[src/rtl/x2050_pkg.sv]
// Shared definitions for the x2050rrq channel routine-request arbiter:
// FSM state encoding, channel indices and the fixed priority order.
package x2050_pkg;

  typedef enum logic [2:0] {
    ST_IDLE  = 3'd0,
    ST_GRANT = 3'd1,
    ST_FIRST = 3'd2,
    ST_RUN   = 3'd3,
    ST_HOLD  = 3'd4
  } state_t;

  localparam int NUM_CH = 4;

  localparam logic [1:0] CH0 = 2'd0;  // multiplexor channel
  localparam logic [1:0] CH1 = 2'd1;  // selector channels 1-3
  localparam logic [1:0] CH2 = 2'd2;
  localparam logic [1:0] CH3 = 2'd3;

  // Slot k lives at bits [2k +: 2]; slot 0 is the highest priority.
  localparam logic [7:0] PRIO_ORDER = {CH0, CH3, CH2, CH1};

endpackage

[src/rtl/x2050pri4.sv]
// Combinational 4-input fixed-priority encoder: one-hot winner plus any-valid.
module x2050pri4
  import x2050_pkg::*;
(
  input  logic [3:0] req,
  output logic [3:0] grant,
  output logic       valid
);

  logic [1:0] idx_s;
  logic       found_s;

  // Walk the priority table from highest slot down; first set request wins.
  always_comb begin
    grant   = 4'b0000;
    idx_s   = 2'd0;
    found_s = 1'b0;
    for (int k = 0; k < NUM_CH; k++) begin
      idx_s = PRIO_ORDER[2*k +: 2];
      if (!found_s && req[idx_s]) begin
        grant[idx_s] = 1'b1;
        found_s      = 1'b1;
      end else begin
        found_s = found_s;
      end
    end
  end

  assign valid = |req;

endmodule

[src/rtl/x2050rrq.sv]
// Channel routine-request arbiter: captures channel requests, grants one at a
// legal ROS break-in point, sequences the routine and enforces a CPU lockout.
module x2050rrq
  import x2050_pkg::*;
#(
  parameter int TIMEOUT = 64,
  parameter int LOCKOUT = 2
) (
  input  logic       i_clk,
  input  logic       i_reset_n,
  input  logic       i_ros_advance,
  input  logic [3:0] i_req,
  input  logic [3:0] i_mask,
  input  logic       i_break_in_ok,
  input  logic       i_routine_done,
  output logic [3:0] o_routine_requesting,
  output logic       o_routine_recd,
  output logic       o_firstcycle,
  output logic       o_busy,
  output logic [3:0] o_pending,
  output logic       o_timeout
);

  localparam int TW = (TIMEOUT > 1) ? $clog2(TIMEOUT) : 1;
  localparam int LW = (LOCKOUT > 0) ? $clog2(LOCKOUT + 1) : 1;
  localparam logic [TW-1:0] TIMER_MAX = TW'(TIMEOUT - 1);

  state_t          state_r;
  logic [TW-1:0]   timer_r;
  logic [LW-1:0]   lock_r;
  logic [3:0]      elig_s;
  logic [3:0]      win_s;
  logic            win_valid_s;
  logic [3:0]      clr_s;

  assign elig_s = o_pending & i_mask;

  x2050pri4 u_pri (
    .req   (elig_s),
    .grant (win_s),
    .valid (win_valid_s)
  );

  // Pending bit of the granted channel drops on the GRANT->FIRST edge.
  always_comb begin
    if (state_r == ST_GRANT && i_ros_advance) begin
      clr_s = o_routine_requesting;
    end else begin
      clr_s = 4'b0000;
    end
  end

  // Request capture, arbitration FSM and all registered outputs.
  always_ff @(posedge i_clk) begin
    if (!i_reset_n) begin
      state_r              <= ST_IDLE;
      timer_r              <= '0;
      lock_r               <= '0;
      o_pending            <= 4'b0000;
      o_routine_requesting <= 4'b0000;
      o_routine_recd       <= 1'b0;
      o_firstcycle         <= 1'b0;
      o_busy               <= 1'b0;
      o_timeout            <= 1'b0;
    end else begin
      o_pending <= (o_pending | i_req) & ~clr_s;
      o_timeout <= 1'b0;
      case (state_r)
        ST_IDLE: begin
          if (win_valid_s && i_break_in_ok && i_ros_advance) begin
            state_r              <= ST_GRANT;
            o_routine_requesting <= win_s;
            o_routine_recd       <= 1'b1;
            o_busy               <= 1'b1;
            timer_r              <= '0;
          end else begin
            state_r <= ST_IDLE;
          end
        end
        ST_GRANT: begin
          if (i_ros_advance) begin
            state_r        <= ST_FIRST;
            o_routine_recd <= 1'b0;
            o_firstcycle   <= 1'b1;
            timer_r        <= '0;
          end else if (timer_r == TIMER_MAX) begin
            // Abort: pending stays set so the channel is retried later.
            state_r              <= ST_IDLE;
            o_routine_recd       <= 1'b0;
            o_busy               <= 1'b0;
            o_routine_requesting <= 4'b0000;
            o_timeout            <= 1'b1;
            timer_r              <= '0;
          end else begin
            timer_r <= timer_r + TW'(1);
          end
        end
        ST_FIRST: begin
          if (i_ros_advance) begin
            state_r      <= ST_RUN;
            o_firstcycle <= 1'b0;
          end else begin
            state_r <= ST_FIRST;
          end
        end
        ST_RUN: begin
          if (i_routine_done && i_ros_advance) begin
            if (LOCKOUT == 0) begin
              state_r <= ST_IDLE;
              o_busy  <= 1'b0;
            end else begin
              state_r <= ST_HOLD;
              lock_r  <= LW'(LOCKOUT);
            end
          end else begin
            state_r <= ST_RUN;
          end
        end
        ST_HOLD: begin
          if (i_ros_advance) begin
            if (lock_r <= LW'(1)) begin
              state_r <= ST_IDLE;
              o_busy  <= 1'b0;
              lock_r  <= '0;
            end else begin
              lock_r <= lock_r - LW'(1);
            end
          end else begin
            state_r <= ST_HOLD;
          end
        end
        default: begin
          state_r              <= ST_IDLE;
          timer_r              <= '0;
          lock_r               <= '0;
          o_routine_requesting <= 4'b0000;
          o_routine_recd       <= 1'b0;
          o_firstcycle         <= 1'b0;
          o_busy               <= 1'b0;
        end
      endcase
    end
  end

endmodule
[config.mk]
export PLATFORM = sky130hd
export DESIGN_NAME = x2050rrq
export DESIGN_NICKNAME = d
export VERILOG_FILES = /design/src/rtl/x2050_pkg.sv /design/src/rtl/x2050pri4.sv /design/src/rtl/x2050rrq.sv
export SDC_FILE = /design/constraint.sdc
export NUM_CORES = 1
export LEC_CHECK = 0
export ABC_AREA = 0
export BUFFER_PORTS_ARGS = -buffer_cell sky130_fd_sc_hd__buf_2
export CAP_MARGIN = 5
export CORE_MARGIN = 2
export CORE_UTILIZATION = 30
export CTS_BUF_LIST = sky130_fd_sc_hd__clkbuf_8
export DETAILED_ROUTE_END_ITERATION = 12
export PLACE_DENSITY = 0.47
export SKIP_LAST_GASP = 1
export SLEW_MARGIN = 20
export SYNTH_ARGS = -nofsm -noshare
export SYNTH_HDL_FRONTEND = slang
export SYNTH_SLANG_ARGS = --single-unit
[constraint.sdc]
create_clock -name i_clk -period 2.05 [get_ports i_clk]
set_input_delay 0.41 -clock i_clk [delete_from_list [all_inputs] [get_ports i_clk]]
set_output_delay 0.41 -clock i_clk [all_outputs]
set_load 0.02 [all_outputs]
==> run metrics, run 1 <==
reg-to-reg setup timing slack=0.31 ns; IO buf count=24; Setup crit end kind=flip-flop; DIE AREA=4570 µm²; Max-Cap Viols=0; Post-Synthesis Net Count=152; Pwr Total=0.920 mW; Post-route DRC=0; Syn Inst Count=138; number of synthesized flops with an enable pin=0; critical register-to-register path endpoint=o_routine_requesting[1]$_SDFFE_PN0P_; Overflow after GRT=0; Synth Area in Compound Gates=28.4%; RePlAce Congestion=0.706; min Tclk post-route=1.74 ns; fillers=418; Power Density=639 nW/µm²; Simple-Gate Fraction of Synth Area=29.0%; run status=completed; RSZ-0062 raised after global routing=false; total negative slack=0 ns; Gates resized, CTS repair=0; startpoint class of the critical path=flip-flop; Worst-Skew Late Latency=0.26 ns; async set-reset flop share out of synthesis=0%; I/O Pins=25; Flop pwr share=52.4%; most common cell in the netlist=dfxtp_1; Commonest cells post-synth=dfxtp_1, nand2_1, a21oi_1; Clock Sinks=23; CTS tree=done; hold buffers post-CTS=0; setup bufs post-CTS=0; share of cells above drive strength 1=23.9%; Final Hold Viols=0; VDD IR max=305 µV; Slew headroom=61.1%; critical path data arrival time=1.93 ns; worst endpoint required time=2.24 ns; Post-Synth Adder-Cell Area=1.03%; die span in x=67.6 µm; Fmax=0.575 GHz; first-pass GRT wire length=5290 µm; Worst-path clk slew=0.08 ns; H-tree levels=1; Slew @ Worst Pin=0.583 ns; Cell variety after synth=46; post-synth top area cell=dfxtp_1; Routed WL per cell=15.0 µm; largest cells by area after synthesis=dfxtp_1, a21oi_1, nand2_1; Die Span Y=67.6 µm; Register-to-Register Path Depth=4; power share of the clock group=30.6%; kind of critical path=reg2reg; Top FF cell, synth=dfxtp_1; # nets final=178; worst r2r src=state_r[1]$_SDFFE_PN0P_; vias in the first global route=1079; Starting DRT DRC Count=35; Worst setup startpoint=state_r[1]$_SDFFE_PN0P_; Synth top area share=37.9%; # diodes=0; routed wire length=3200 µm; largest family of logic cells by synthesized area=simple AND/OR/NAND/NOR gates; xor and xnor area share after synthesis=0%; #FFs+latches synth=23; initial antenna violation count=0; Initial Util=30.8%; Max FO, Critical Path=16; Finish-stage setup viols=0; CTS Root Cell=clkbuf_8; worst hold path class=in2reg; synthesized area per cell=8.80 µm²; CTS Buffer Depth=2; row cnt=23; worst setup path endpoint=o_routine_requesting[1]$_SDFFE_PN0P_; sw frac=28.7%; Core ar.=3940 µm²; combinational power share=17.0%; Yosys warnings=0; mux cell area share after synthesis=0%; All-Layer GR Usage=15.4%; pin count of the biggest net entering global routing=17; Num CTS Buffers=3; Worst Skew=0.00252 ns; Mapped Area=1210 µm²; DRT antenna net count=0; TritonRoute pass-1 iters=4; Via density=5.33; DR vias=1135; sw power=0.264 mW; post-synthesis sequential area ratio=37.9%; Post-DP HPWL=2380 µm; Slew Viols, Final=0; Int Power=0.656 mW; final critical-path share of the clock period=84.8%; Leakage=0.578 nW; synthesis-to-finish area growth=18.5%
final cells by class:
class	count	area (µm²)	area share, %
tap	50	62.6	4.34
inverter	3	11.3	0.782
clock inverter	1	3.75	0.261
sequential	23	460	32.0
clock buffer	3	41.3	2.87
multi-input combinational	105	711	49.3
timing repair buffer	28	150	10.4
power groups by stage:
stage	clock network [mW]	registers, mW	logic [mW]
final	0.282	0.483	0.156
after floorplan	0	0.502	0.0922
after global placement	0	0.492	0.155
after detailed placement	0	0.493	0.156
after global routing	0.309	0.487	0.173
after CTS	0.289	0.483	0.157
layer usage:
metal	global-route usage [%]	share of wire, %	vias to the layer above
li1	-	-	576
met1	20.6	48	540
met2	25.1	48	17
met3	2.50	3.5	2
met4	4.59	0.81	0
met5	0	0	-
cell families after synthesis:
kind of cell    Yosys count
simple gates             56
compound gates           48
flops                    23
fa+ha+maj                 1
buf+inv                  10
worst min-delay path by stage:
stage                                            to  slack, ns  cells past startpoint                                 start
3_3_place_gp                o_pending[2]$_SDFF_PN0_       0.43                      1  o_routine_requesting[2]$_SDFFE_PN0P_
3_5_place_dp                o_pending[2]$_SDFF_PN0_       0.44                      1  o_routine_requesting[2]$_SDFFE_PN0P_
6_report                    o_pending[3]$_SDFF_PN0_       0.43                      3                              i_req[3]
4_1_cts                     o_pending[3]$_SDFF_PN0_       0.42                      3                              i_req[3]
5_1_grt        o_routine_requesting[3]$_SDFFE_PN0P_       0.43                      2                             i_mask[3]
2_1_floorplan               timer_r[1]$_SDFFE_PN0P_       0.45                      2               timer_r[1]$_SDFFE_PN0P_
per-stage QoR:
step           cell area (µm²)  setup slack [ns]  hold slack (ns)  util [%]  instances
2_1_floorplan             1210             0.543            0.449         -        138
3_3_place_gp              1400             0.338            0.434      35.4        209
3_5_place_dp              1400             0.284            0.442      35.4        209
4_1_cts                   1440             0.299            0.419      36.5        213
5_1_grt                   1440             0.146            0.427      36.5        213
6_report                  1440             0.312            0.428      36.5        213
flip-flops by register name, summed over array words and instances, names as in the netlist:
register,count
timer_r,6
o_pending,4
o_routine_requesting,4
state_r,3
lock_r,2
o_busy,1
o_firstcycle,1
o_routine_recd,1
o_timeout,1
worst max-delay path, cell delays in order, from the launching register on:
cell       delay [ns]
dfxtp_1          0.70
nor2_1           0.24
a31oi_1          0.28
a32o_1           0.29
o2bb2ai_1        0.15
placed cells by master (no fill, tap or decap), types with 3 or more instances in the layout:
master	netlist	routed
a32o_1	3	3
clkbuf_8	0	3
o211ai_1	3	3
buf_4	0	4
nor2_1	6	6
nand3_1	11	11
o21ai_0	10	10
inv_1	3	4
nand2b_1	3	3
dfxtp_1	23	23
a21oi_1	12	12
and3_1	3	3
buf_2	5	24
nand2_1	16	16
(Power assumes the default switching activity.)
==> run 2, diff against run 1 <==
- PLACE_DENSITY: 0.47 -> 0.49
- clock period: 2.05 -> 1.4 ns (I/O delays scaled with it)
==> run 2 against run 1 <==
First-iteration DRC count shrank 51%; maximum frequency grew 20%; die area is the same; global-route usage grew 1.1 points; cell count grew 14%; the flow now finishes with violations (setup timing); largest power group unchanged.
==> run metrics, run 2 (synthesized netlist as in run 1, its figures left out) <==
most frequent cells in the layout=buf_4, buf_2, dfxtp_1; run status=finished with violations; failing checks=setup timing; Largest Register=timer_r; Core ar.=3940 µm²; setup ws final=-0.0493 ns; initial antenna violation count=0; I/O Pins=25; DR vias=1275; Starting DRT DRC Count=17; first-pass GRT wire length=5670 µm; Finished Layout Cells=243; combinational power share=23.0%; Pwr Total=1.44 mW; Post-route DRC=0; Fmax=0.690 GHz; Final Hold Viols=0; CTS Root Cell=clkbuf_8; Power Density=818 nW/µm²; vias in the first global route=1212; final critical-path share of the clock period=104%; sw power=0.410 mW; critical path data arrival time=1.66 ns; # nets final=208; Initial Util=30.8%; RePlAce Congestion=0.780; Slew Viols, Final=0; placed insts=235; IO buf count=24; worst hold path class=in2reg; worst endpoint required time=1.61 ns; Routed WL per cell=14.5 µm; power share of the clock group=28.2%; pin count of the biggest net entering global routing=13; Final Cell Area=1770 µm²; Finish-stage setup viols=2; Overflow after GRT=0; CTS Buffer Depth=2; DIE AREA=4570 µm²; Max FO, Critical Path=7; Via density=5.25; DRT antenna net count=0; die span in x=67.6 µm; Clock Sinks=23; All-Layer GR Usage=16.4%; hold buffers post-CTS=0; min Tclk post-route=1.45 ns; Slew @ Worst Pin=0.321 ns; Largest register FFs=6; share of cells above drive strength 1=46.1%; largest registers=timer_r: 6 flops, o_pending: 4 flops, o_routine_requesting: 4 flops; TritonRoute pass-1 iters=4; Max-Cap Viols=0; Place WS=-0.0966 ns; H-tree levels=1; Die Span Y=67.6 µm; CTS tree=done; Int Power=1.03 mW; routed wire length=3520 µm; Post-DP Area=1630 µm²; sw frac=28.4%; Setup crit end kind=flip-flop; commonest non-fill, non-tap cell in the layout=buf_4; worst hold slack=0.306 ns; Post-DP HPWL=2620 µm; Worst-path clk slew=0.08 ns; row cnt=23; Slew headroom=78.4%; VDD IR max=344 µV; Flop pwr share=48.8%; Worst Skew=0.00265 ns; RSZ-0062 raised after global routing=true; Worst-Skew Late Latency=0.26 ns; kind of critical path=reg2reg; startpoint class of the critical path=flip-flop; synthesis-to-finish area growth=45.3%; Leakage=0.742 nW; Num CTS Buffers=3; # diodes=0
==> run 2: final cells by class <==
cell class / instances / area (µm²)
Fill cell: 374 / 2180
Multi-Input combinational cell: 105 / 790
Sequential cell: 23 / 474
Timing Repair Buffer: 58 / 383
Tap cell: 50 / 62.6
Clock buffer: 3 / 41.3
Inverter: 3 / 11.3
Clock inverter: 1 / 3.75
==> run 2: path summary, 6_finish.rpt <==
kind | start | cells after the start | to | slack, ns
setup / recovery | state_r[2]$_SDFFE_PN0P_ | 3 | o_routine_requesting[3]$_SDFFE_PN0P_ | -0.05
hold / removal | i_req[2] | 3 | o_pending[2]$_SDFF_PN0_ | 0.31
setup reg to reg | state_r[2]$_SDFFE_PN0P_ | 3 | o_routine_requesting[3]$_SDFFE_PN0P_ | -0.05
hold reg to reg | o_routine_requesting[3]$_SDFFE_PN0P_ | 1 | o_pending[3]$_SDFF_PN0_ | 0.46
==> run 2: metrics by stage <==
step                setup TNS (ns)  utilization [%]
detailed placement          -0.509             41.4
floorplan                  -0.0169                -
global route                -0.389             44.8
finish                     -0.0819             44.8
global placement            -0.449             41.4
CTS                         -0.151             43.1
==> run 2: what timing repair did <==
item / 4_1_cts / 5_1_grt
resized for setup: 4 / 14
gates cloned: 0 / 0
hold endpoints to repair: 0 / 0
setup endpoints to repair: 12 / 12
buffers inserted: 2 / 2
pin swaps: 4 / 7
==> run 2: worst max-delay path: stages, from the launching register on <==
cell and delay, ns:
dfxtp_4 0.38, or4b_4 0.58, nor4b_4 0.25, a32o_1 0.19
==> run 2: metal layers <==
| metal | vias up | GRT usage [%] | part of all wire, % |
|---|---|---|---|
| met5 | - | 0 | 0 |
| met4 | 0 | 6.63 | 0.74 |
| met3 | 2 | 2.00 | 3.2 |
| met2 | 22 | 28.9 | 50 |
| met1 | 613 | 20.1 | 46 |
| li1 | 638 | - | - |
==> run 2: power groups by stage <==
stage	logic, mW	clock network (mW)	registers, mW
final	0.332	0.408	0.705
after global routing	0.361	0.456	0.709
after CTS	0.316	0.422	0.707
after detailed placement	0.305	0	0.720
after global placement	0.301	0	0.718
after floorplan	0.144	0	0.737
==> run 3, diff against run 2 <==
- SKIP_CTS_REPAIR_TIMING: default -> 1
- SYNTH_HIERARCHICAL: default -> 1
==> run 3 against run 2 <==
The run still ends with setup timing left; synthesized area down 4.5%; highest routed layer is now met3; combinational power down 1%; non-clock buffer count down 5; sequential share of layout area up 1.9 points; first-iteration DRC count rose to 4.1 times the previous value; design area down 7.4%.
==> run metrics, run 3 <==
Post-DP Area=1510 µm²; Slew Viols, Final=0; Post-route DRC=0; Worst-Skew Late Latency=0.26 ns; Leakage=0.681 nW; placed insts=224; Worst Skew=0.00245 ns; Finish-stage setup viols=13; kind of critical path=reg2reg; I/O Pins=25; row cnt=22; largest registers=timer_r: 6 flops, o_pending: 4 flops, o_routine_requesting: 4 flops; Largest stage delay, worst path=0.51 ns; largest cells by area after synthesis=dfxtp_1, nand2_1, a21oi_1; Max-Cap Viols=0; routed wire length=2980 µm; Worst-path clk slew=0.08 ns; pin count of the biggest net entering global routing=15; IO buf count=24; worst hold path class=in2reg; Yosys warnings=6; VDD IR max=502 µV; most frequent cells in the layout=buf_4, buf_2, dfxtp_1; initial antenna violation count=0; Final Hold Viols=0; Num CTS Buffers=3; Syn Inst Count=135; RSZ-0062 raised after global routing=true; TritonRoute pass-1 iters=4; crit-path cells=and2_4, or4_4, and4b_4, o31a_1, buf_4, xnor2_2, nor2_1; Clock Sinks=23; synthesis-to-finish area growth=40.9%; Starting DRT DRC Count=69; number of synthesized flops with an enable pin=0; most common cell in the netlist=dfxtp_1; Post-DP HPWL=2230 µm; delay-heaviest family, CP=simple AND/OR/NAND/NOR gates; CTS Root Cell=clkbuf_8; # nets final=200; H-tree levels=1; Core ar.=3690 µm²; CTS tree=done; post-synth top area cell=dfxtp_1; min Tclk post-route=1.99 ns; All-Layer GR Usage=13.9%; failing checks=setup timing; Final Cell Area=1630 µm²; Cell variety after synth=42; Initial Util=31.4%; startpoint class of the critical path=flip-flop; final core occ=44.3%; Setup crit end kind=flip-flop; Largest Register=timer_r; worst endpoint required time=1.56 ns; Synth top area share=39.7%; Slew @ Worst Pin=0.353 ns; Top FF cell, synth=dfxtp_1; fillers=390; Largest register FFs=6; Mapped Area=1160 µm²; Overflow after GRT=0; async set-reset flop share out of synthesis=0%; Slew headroom=76.4%; CTS Buffer Depth=2; # diodes=0; final critical-path share of the clock period=142%; Die Span Y=66.2 µm; run status=finished with violations; Commonest cells post-synth=dfxtp_1, nand2_1, a21oi_1; DIE AREA=4380 µm²; commonest non-fill, non-tap cell in the layout=buf_4; Slowest-stage cell, CP=or4_4; #FFs+latches synth=23; Max FO, Critical Path=5; synthesized area per cell=8.59 µm²; post-synthesis sequential area ratio=39.7%; Routed WL per cell=12.8 µm; first-pass GRT wire length=4610 µm; total negative slack=-6.89 ns; Post-Synthesis Net Count=149; Via density=5.00; DR vias=1165; DRT antenna net count=0; setup ws final=-0.590 ns; share of cells above drive strength 1=40.5%; worst path buffer plus inverter count=1; Power Density=883 nW/µm²; Finished Layout Cells=233; RePlAce Congestion=0.752; die span in x=66.2 µm; vias in the first global route=984; Fmax=0.503 GHz; critical path data arrival time=2.15 ns
## run 3: cell count changes after synthesis, sizes merged, moves of 3 or more
cell and delta:
mux2i +4, nor3 +3, a32o -3, and2 +4, nand3 -5, o31ai +4
nor2 +3, nor2b +4
## run 3: where the power goes
part	total, mW	leakage [nW]	switching, mW	internal [mW]
sequential	0.705	0.189	0.0216	0.684
combinational	0.328	0.467	0.167	0.161
clock	0.409	0.0255	0.211	0.198
## run 3: logic make-up (layout without fill, tap and decap cells)
family                     Yosys count  count (layout)  synth area share (%)
buffers and inverters                8              58                  3.02
DFF                                 23              23                  39.7
xor gates and xnor gates             1               1                 0.755
adders and majority gates            1               1                  1.08
muxes                                4               4                  3.45
AOI/OAI and AO/OA                   37              37                  22.0
and+or+nand+nor                     61              61                  30.0
## run 3: worst reg2reg max path, cell delays in order, from the launching register on
cell     delay, ns
dfxtp_4       0.35
and2_4        0.13
or4_4         0.51
and4b_4       0.22
o31a_1        0.33
buf_4         0.18
xnor2_2       0.11
nor2_1        0.05
## run 3: layout make-up
type | instances | area (µm²) | area share, %
inverters | 1 | 3.75 | 0.230
clock buffers | 3 | 41.3 | 2.53
repair buffers | 53 | 338 | 20.7
well taps | 48 | 60.1 | 3.68
flip-flops and latches | 23 | 469 | 28.7
clock inverters | 1 | 5.00 | 0.306
multi-input cells | 104 | 717 | 43.9
## run 3: worst paths after layout
path / start / to / slack (ns) / cells past startpoint
worst min register to register: o_routine_requesting[0]$_SDFFE_PN0P_ / o_pending[0]$_SDFF_PN0_ / 0.44 / 1
worst min-delay path: i_req[3] / o_pending[3]$_SDFF_PN0_ / 0.29 / 3
worst max-delay path: o_pending[0]$_SDFF_PN0_ / timer_r[0]$_SDFFE_PN0P_ / -0.59 / 7
worst max register to register: o_pending[0]$_SDFF_PN0_ / timer_r[0]$_SDFFE_PN0P_ / -0.59 / 7
## run 3: per-layer routing
layer	track usage (%)	share of wire [%]
met5	0	0
met4	2.30	0
met3	4.09	4.7
met2	21.3	48
met1	19.7	47
## run 3: metrics by stage
stage                     power (mW)  hold WS, ns  setup slack (ns)
after floorplan                0.890        0.431            -0.547
after global placement         0.997        0.422            -0.667
after detailed placement        1.00        0.435            -0.703
after CTS                       1.42        0.285            -0.651
after global routing            1.53        0.288            -0.657
final                           1.44        0.288            -0.590
